<file path="src/rtl/alu_pkg.sv">
// Shared encodings, FSM states and widths for the execute-stage ALU sequencer.
package alu_pkg;

  localparam int unsigned DATA_WIDTH  = 8;
  localparam int unsigned SHAMT_WIDTH = 3;
  // One extra bit so a shift amount of 0 can be held as a count of 8.
  localparam int unsigned COUNT_WIDTH = SHAMT_WIDTH + 1;

  typedef enum logic [1:0] {
    ALU_SHR = 2'b00,
    ALU_SHL = 2'b01,
    ALU_ADD = 2'b10,
    ALU_SUB = 2'b11
  } alu_op_e;

  typedef enum logic [1:0] {
    ST_IDLE  = 2'b00,
    ST_EXEC  = 2'b01,
    ST_SHIFT = 2'b10,
    ST_DONE  = 2'b11
  } seq_state_e;

  typedef struct packed {
    alu_op_e               op;
    logic [DATA_WIDTH-1:0] a;
    logic [DATA_WIDTH-1:0] b;
    logic                  flag_we;
  } alu_req_t;

  function automatic logic is_shift(input alu_op_e op);
    return (op == ALU_SHR) || (op == ALU_SHL);
  endfunction

  // Shift amount 0 encodes a full-width shift.
  function automatic logic [COUNT_WIDTH-1:0] shift_count(input logic [SHAMT_WIDTH-1:0] shamt);
    return (shamt == '0) ? COUNT_WIDTH'(DATA_WIDTH) : COUNT_WIDTH'(shamt);
  endfunction

endpackage

</file>
<file path="src/rtl/alu_sequencer.sv">
// Execute-stage controller: sequences one op through the 8-bit ALU (multi-bit
// shifts as repeated single-bit shifts) and returns result/flags on a response port.
module alu_sequencer
  import alu_pkg::*;
(
  input  logic                  clk,
  input  logic                  rst_n,
  input  logic                  req_valid,
  output logic                  req_ready,
  input  logic [1:0]            req_op,
  input  logic [DATA_WIDTH-1:0] req_a,
  input  logic [DATA_WIDTH-1:0] req_b,
  input  logic                  req_flag_we,
  output logic [1:0]            alu_select,
  output logic [DATA_WIDTH-1:0] alu_a,
  output logic [DATA_WIDTH-1:0] alu_b,
  input  logic [DATA_WIDTH-1:0] alu_result,
  input  logic                  alu_carry,
  input  logic                  alu_overflow,
  input  logic                  alu_zero,
  input  logic                  alu_negative,
  output logic                  flag_we,
  output logic                  rsp_valid,
  input  logic                  rsp_ready,
  output logic [DATA_WIDTH-1:0] rsp_result,
  output logic                  rsp_carry,
  output logic                  rsp_overflow,
  output logic                  rsp_zero,
  output logic                  rsp_negative,
  output logic                  busy
);

  seq_state_e             state_q, state_d;
  alu_req_t               req_q;
  logic [DATA_WIDTH-1:0]  work_q;
  logic [COUNT_WIDTH-1:0] count_q;
  logic                   accept;
  logic                   capture;

  // State register
  always_ff @(posedge clk or negedge rst_n) begin
    if (!rst_n) begin
      state_q <= ST_IDLE;
    end else begin
      state_q <= state_d;
    end
  end

  // Next state and ALU/handshake drive
  always_comb begin
    state_d    = state_q;
    req_ready  = 1'b0;
    busy       = 1'b1;
    alu_select = ALU_SHR;
    alu_a      = '0;
    alu_b      = '0;
    flag_we    = 1'b0;
    accept     = 1'b0;
    capture    = 1'b0;

    case (state_q)
      ST_IDLE: begin
        req_ready = 1'b1;
        busy      = 1'b0;
        if (req_valid) begin
          accept  = 1'b1;
          state_d = is_shift(alu_op_e'(req_op)) ? ST_SHIFT : ST_EXEC;
        end
      end
      ST_EXEC: begin
        alu_select = req_q.op;
        alu_a      = req_q.a;
        alu_b      = req_q.b;
        flag_we    = req_q.flag_we;
        capture    = 1'b1;
        state_d    = ST_DONE;
      end
      ST_SHIFT: begin
        alu_select = req_q.op;
        alu_a      = work_q;
        // Only the final single-bit shift updates the flag register.
        if (count_q == COUNT_WIDTH'(1)) begin
          flag_we = req_q.flag_we;
          capture = 1'b1;
          state_d = ST_DONE;
        end
      end
      ST_DONE: begin
        if (rsp_ready) begin
          state_d = ST_IDLE;
        end
      end
      default: state_d = ST_IDLE;
    endcase
  end

  // Operand capture, shift working register and response registers
  always_ff @(posedge clk or negedge rst_n) begin
    if (!rst_n) begin
      req_q        <= '0;
      work_q       <= '0;
      count_q      <= '0;
      rsp_valid    <= 1'b0;
      rsp_result   <= '0;
      rsp_carry    <= 1'b0;
      rsp_overflow <= 1'b0;
      rsp_zero     <= 1'b0;
      rsp_negative <= 1'b0;
    end else begin
      rsp_valid <= (state_d == ST_DONE);
      if (accept) begin
        req_q   <= '{op: alu_op_e'(req_op), a: req_a, b: req_b, flag_we: req_flag_we};
        work_q  <= req_a;
        count_q <= shift_count(req_b[SHAMT_WIDTH-1:0]);
      end
      if (state_q == ST_SHIFT) begin
        work_q  <= alu_result;
        count_q <= count_q - COUNT_WIDTH'(1);
      end
      // Shifts never report overflow; carry is the last bit shifted out.
      if (capture) begin
        rsp_result   <= alu_result;
        rsp_carry    <= alu_carry;
        rsp_overflow <= (state_q == ST_EXEC) ? alu_overflow : 1'b0;
        rsp_zero     <= alu_zero;
        rsp_negative <= alu_negative;
      end
    end
  end

endmodule

</file>
<file path="config.mk">
export PLATFORM = sky130hd
export DESIGN_NAME = alu_sequencer
export DESIGN_NICKNAME = d
export VERILOG_FILES = /design/src/rtl/alu_pkg.sv /design/src/rtl/alu_sequencer.sv
export SDC_FILE = /design/constraint.sdc
export NUM_CORES = 1
export LEC_CHECK = 0
export BUFFER_PORTS_ARGS = -buffer_cell sky130_fd_sc_hd__clkbuf_2
export CORE_MARGIN = 5
export CORE_UTILIZATION = 46
export DETAILED_ROUTE_END_ITERATION = 12
export PLACE_DENSITY = 0.88
export RECOVER_POWER = 100
export SYNTH_ARGS = -nofsm -noshare
export SYNTH_HDL_FRONTEND = slang
export SYNTH_SLANG_ARGS = --single-unit
</file>
<file path="constraint.sdc">
create_clock -name clk -period 1.89 [get_ports clk]
set_clock_uncertainty 0.2 [all_clocks]
set_input_delay 0.0945 -clock clk [delete_from_list [all_inputs] [get_ports clk]]
set_output_delay 0.0945 -clock clk [all_outputs]
set_load 0.05 [all_outputs]
</file>
==> out/qor.csv <==
metric;value;unit
reg2reg_to;rsp_result[0];
netlist_area;2208;um2
status;finished with violations;
power.internal;0.003470;W
die_w;79.29;um
diodes;0;
wire_per_inst;17.27;um
grt-ovfl-total;0;
drc_errors;0;
leakage;1.689;nW
min_period;2.001;ns
placed_cells;307;
comb_power_share;62.9;%
tightest_slew;1.130;ns
antenna_left;0;
final_cell_mix;46 x dfrtp_1, 35 x clkbuf_2, 34 x dlygate4sd3_1, 20 x buf_4, 16 x mux2_2;
crit_cells;6;
grt_pass1_wl;10260;um
final_core_util;73.52;%
tritoncts;yes;
cp_top_family;flip-flops;
htreeDepth;2;
path_class;reg2out;
r2r_start;state_q[1];
clockPowerShare;9.0;%
place_congestion;0.8807;
insertion_delay;0.30;ns
p_seq_share;28.1;%
cp_data_required_time;1.60;ns
initial_core_util;47.07;%
ir_drop;0.001240;V
maxCapViolations;0;
max_freq;499.9;MHz
endpoint;flag_we;
relSlewSlack;24.68;%
ys_ff_latch;46;
antenna_found_initial;0;
synth_cells;181;
r2r_cells;6;
hold_class;in2reg;
layout.nets;344;
hold_violations;0;
power_switching;0.002890;W
cp_slowest_cell;dfrtp_1;
rsz0062_at_grt;true;
ys_seq_area_share;52.12;%
drtPass1Iterations;4;
wl;6165;um
synth.distinct_cells;30;
swShare;45.44;%
cts_sinks;46;
post-place-ws;0.009258;ns
drive_above_1_share;42.90;%
io_buffers;68;
cp-startpoint;state_q[1];
final-setup-viol-count;20;
core;4692;um2
vias;1890;
layout_commonest_cell;dfrtp_1;
cts_buffers;5;
cp-end-kind;primary output;
clock_tree.root_cell;clkbuf_8;
path_clk_slew;0.08;ns
dp_hpwl;3768;um
synthToLayoutAreaGrowth;56.20;%
syn_avg_cell_area;12.20;um2
grt_max_degree;32;
failed_checks;setup timing;
slew_violations;0;
post-route-period-util;105.9;%
dr.first_iter.drc_count;103;
r2r_slack;-0.09;ns
instances_no_fill;357;
arrival;1.71;ns
synth_fp_nets;222;
ios;69;
dieArea;6286;um2
clk_path_buf_depth;2;
max_stage_delay;0.45;ns
path_buf_inv;2;
crit_chain;ha_4 -> and4bb_1 -> o21ai_2 -> buf_12 -> nor2_4 -> buf_8;
critPathMaxFanout;6;
hold_depth;4;
layout_setup_ws;-0.1106;ns
yosys_warnings;0;
die_y;79.29;um
power_density;1844;nW/um2
whs;0.09521;ns
hold_start;rsp_ready;
track_usage;21.23;%
avgViaCountPerCell;5.294;
grt_pass1_vias;2149;
num_rows;25;
crit_path_start_kind;flip-flop;
finalSetupTns;-1.248;ns
-- power by group through the flow --
stage,Combinational [W],Sequential [W],Clock (W)
after floorplan,0.00202,0.00220,0
after global placement,0.00332,0.00174,0
after detailed placement,0.00341,0.00178,0
after CTS,0.00390,0.00177,0.000587
after global routing,0.00425,0.00185,0.000624
final,0.00400,0.00179,0.000572
-- state kept, by name, summed over array words and instances, names as in the netlist, 2 cells and up --
signal      count
rsp_result      8
req_q          19
state_q         2
count_q         4
work_q          8
-- final cells by class --
type	instances	area (um2)
Tap cell	54	67.56
Timing Repair Buffer	125	1033
Clock inverter	1	7.507
Fill cell	295	1242
Inverter	6	22.52
Multi-Input combinational cell	119	1095
Sequential cell	46	1151
Clock buffer	6	72.57
-- cell usage after synthesis --
cell	number	area share (%)
dfrtp_1	46	52
mux2_2	16	8.2
and2_1	10	2.8
mux2i_1	10	4.5
nand2_1	10	1.7
o21ai_0	10	2.3
nor2b_1	9	2.5
a22oi_1	8	2.7
mux2_4	8	5.4
ha_1	6	3.4
inv_1	6	1.0
a21o_1	5	1.7
buf_2	5	1.1
a211oi_1	4	1.4
a21oi_1	4	0.91
clkbuf_1	4	0.68
and3_1	3	0.85
mux2_1	3	1.5
nor3_1	2	0.45
xnor2_1	2	0.79
a32o_1	1	0.45
and4bb_1	1	0.57
buf_6	1	0.51
nor2_1	1	0.17
o21ai_2	1	0.40
o221a_2	1	0.51
o2bb2ai_1	1	0.40
or2_1	1	0.28
or2_2	1	0.28
or3_1	1	0.28
-- worst reg2reg max path, stage by stage, from the launching register on --
cell	delay, ns
dfrtp_1	0.45
ha_4	0.20
and4bb_1	0.23
o21ai_2	0.20
buf_12	0.15
buf_4	0.14
mux2_4	0.30
-- repair_timing --
action                     CTS  global route
buffers inserted             7             2
gates resized for setup     36            21
hold buffers                34             0
hold endpoints to repair    89             0
setup endpoints to repair   21            29
pin swaps                    6             3
-- metrics by stage --
step           total power [W]  instance area (um2)
3_5_place_dp          0.005188                 2800
6_report              0.006360                 3450
4_1_cts               0.006263                 3436
3_3_place_gp          0.005060                 2800
2_1_floorplan         0.004216                 2241
5_1_grt               0.006721                 3450
-- cell families (layout without fill, tap and decap cells) --
group / after synthesis / after routing / share of synthesized area [%]
adder cells (fa/ha/maj): 6 / 6 / 3.399
multiplexers: 37 / 37 / 19.66
XOR/XNOR: 2 / 2 / 0.7933
AO/OA/AOI/OAI: 35 / 35 / 10.71
AND/OR/NAND/NOR: 39 / 39 / 9.972
flip-flops: 46 / 46 / 52.12
buffers and inverters: 16 / 138 / 3.342
-- per-layer routing --
layer	vias to the layer above	wire length, um	track usage [%]
li1	878	-	-
met5	-	0	0
met1	929	2367	23.08
met4	0	133	8.076
met2	67	3288	39.31
met3	16	376	5.329
-- worst min path at each step --
stage,to,slack [ns]
after floorplan,count_q[0],-0.40
after global placement,req_q[17],-0.1
after detailed placement,req_q[17],-0.09
after CTS,rsp_valid,0.08
after global routing,rsp_valid,0.14
final,rsp_valid,0.1
Power figures use the tool's default switching activity.
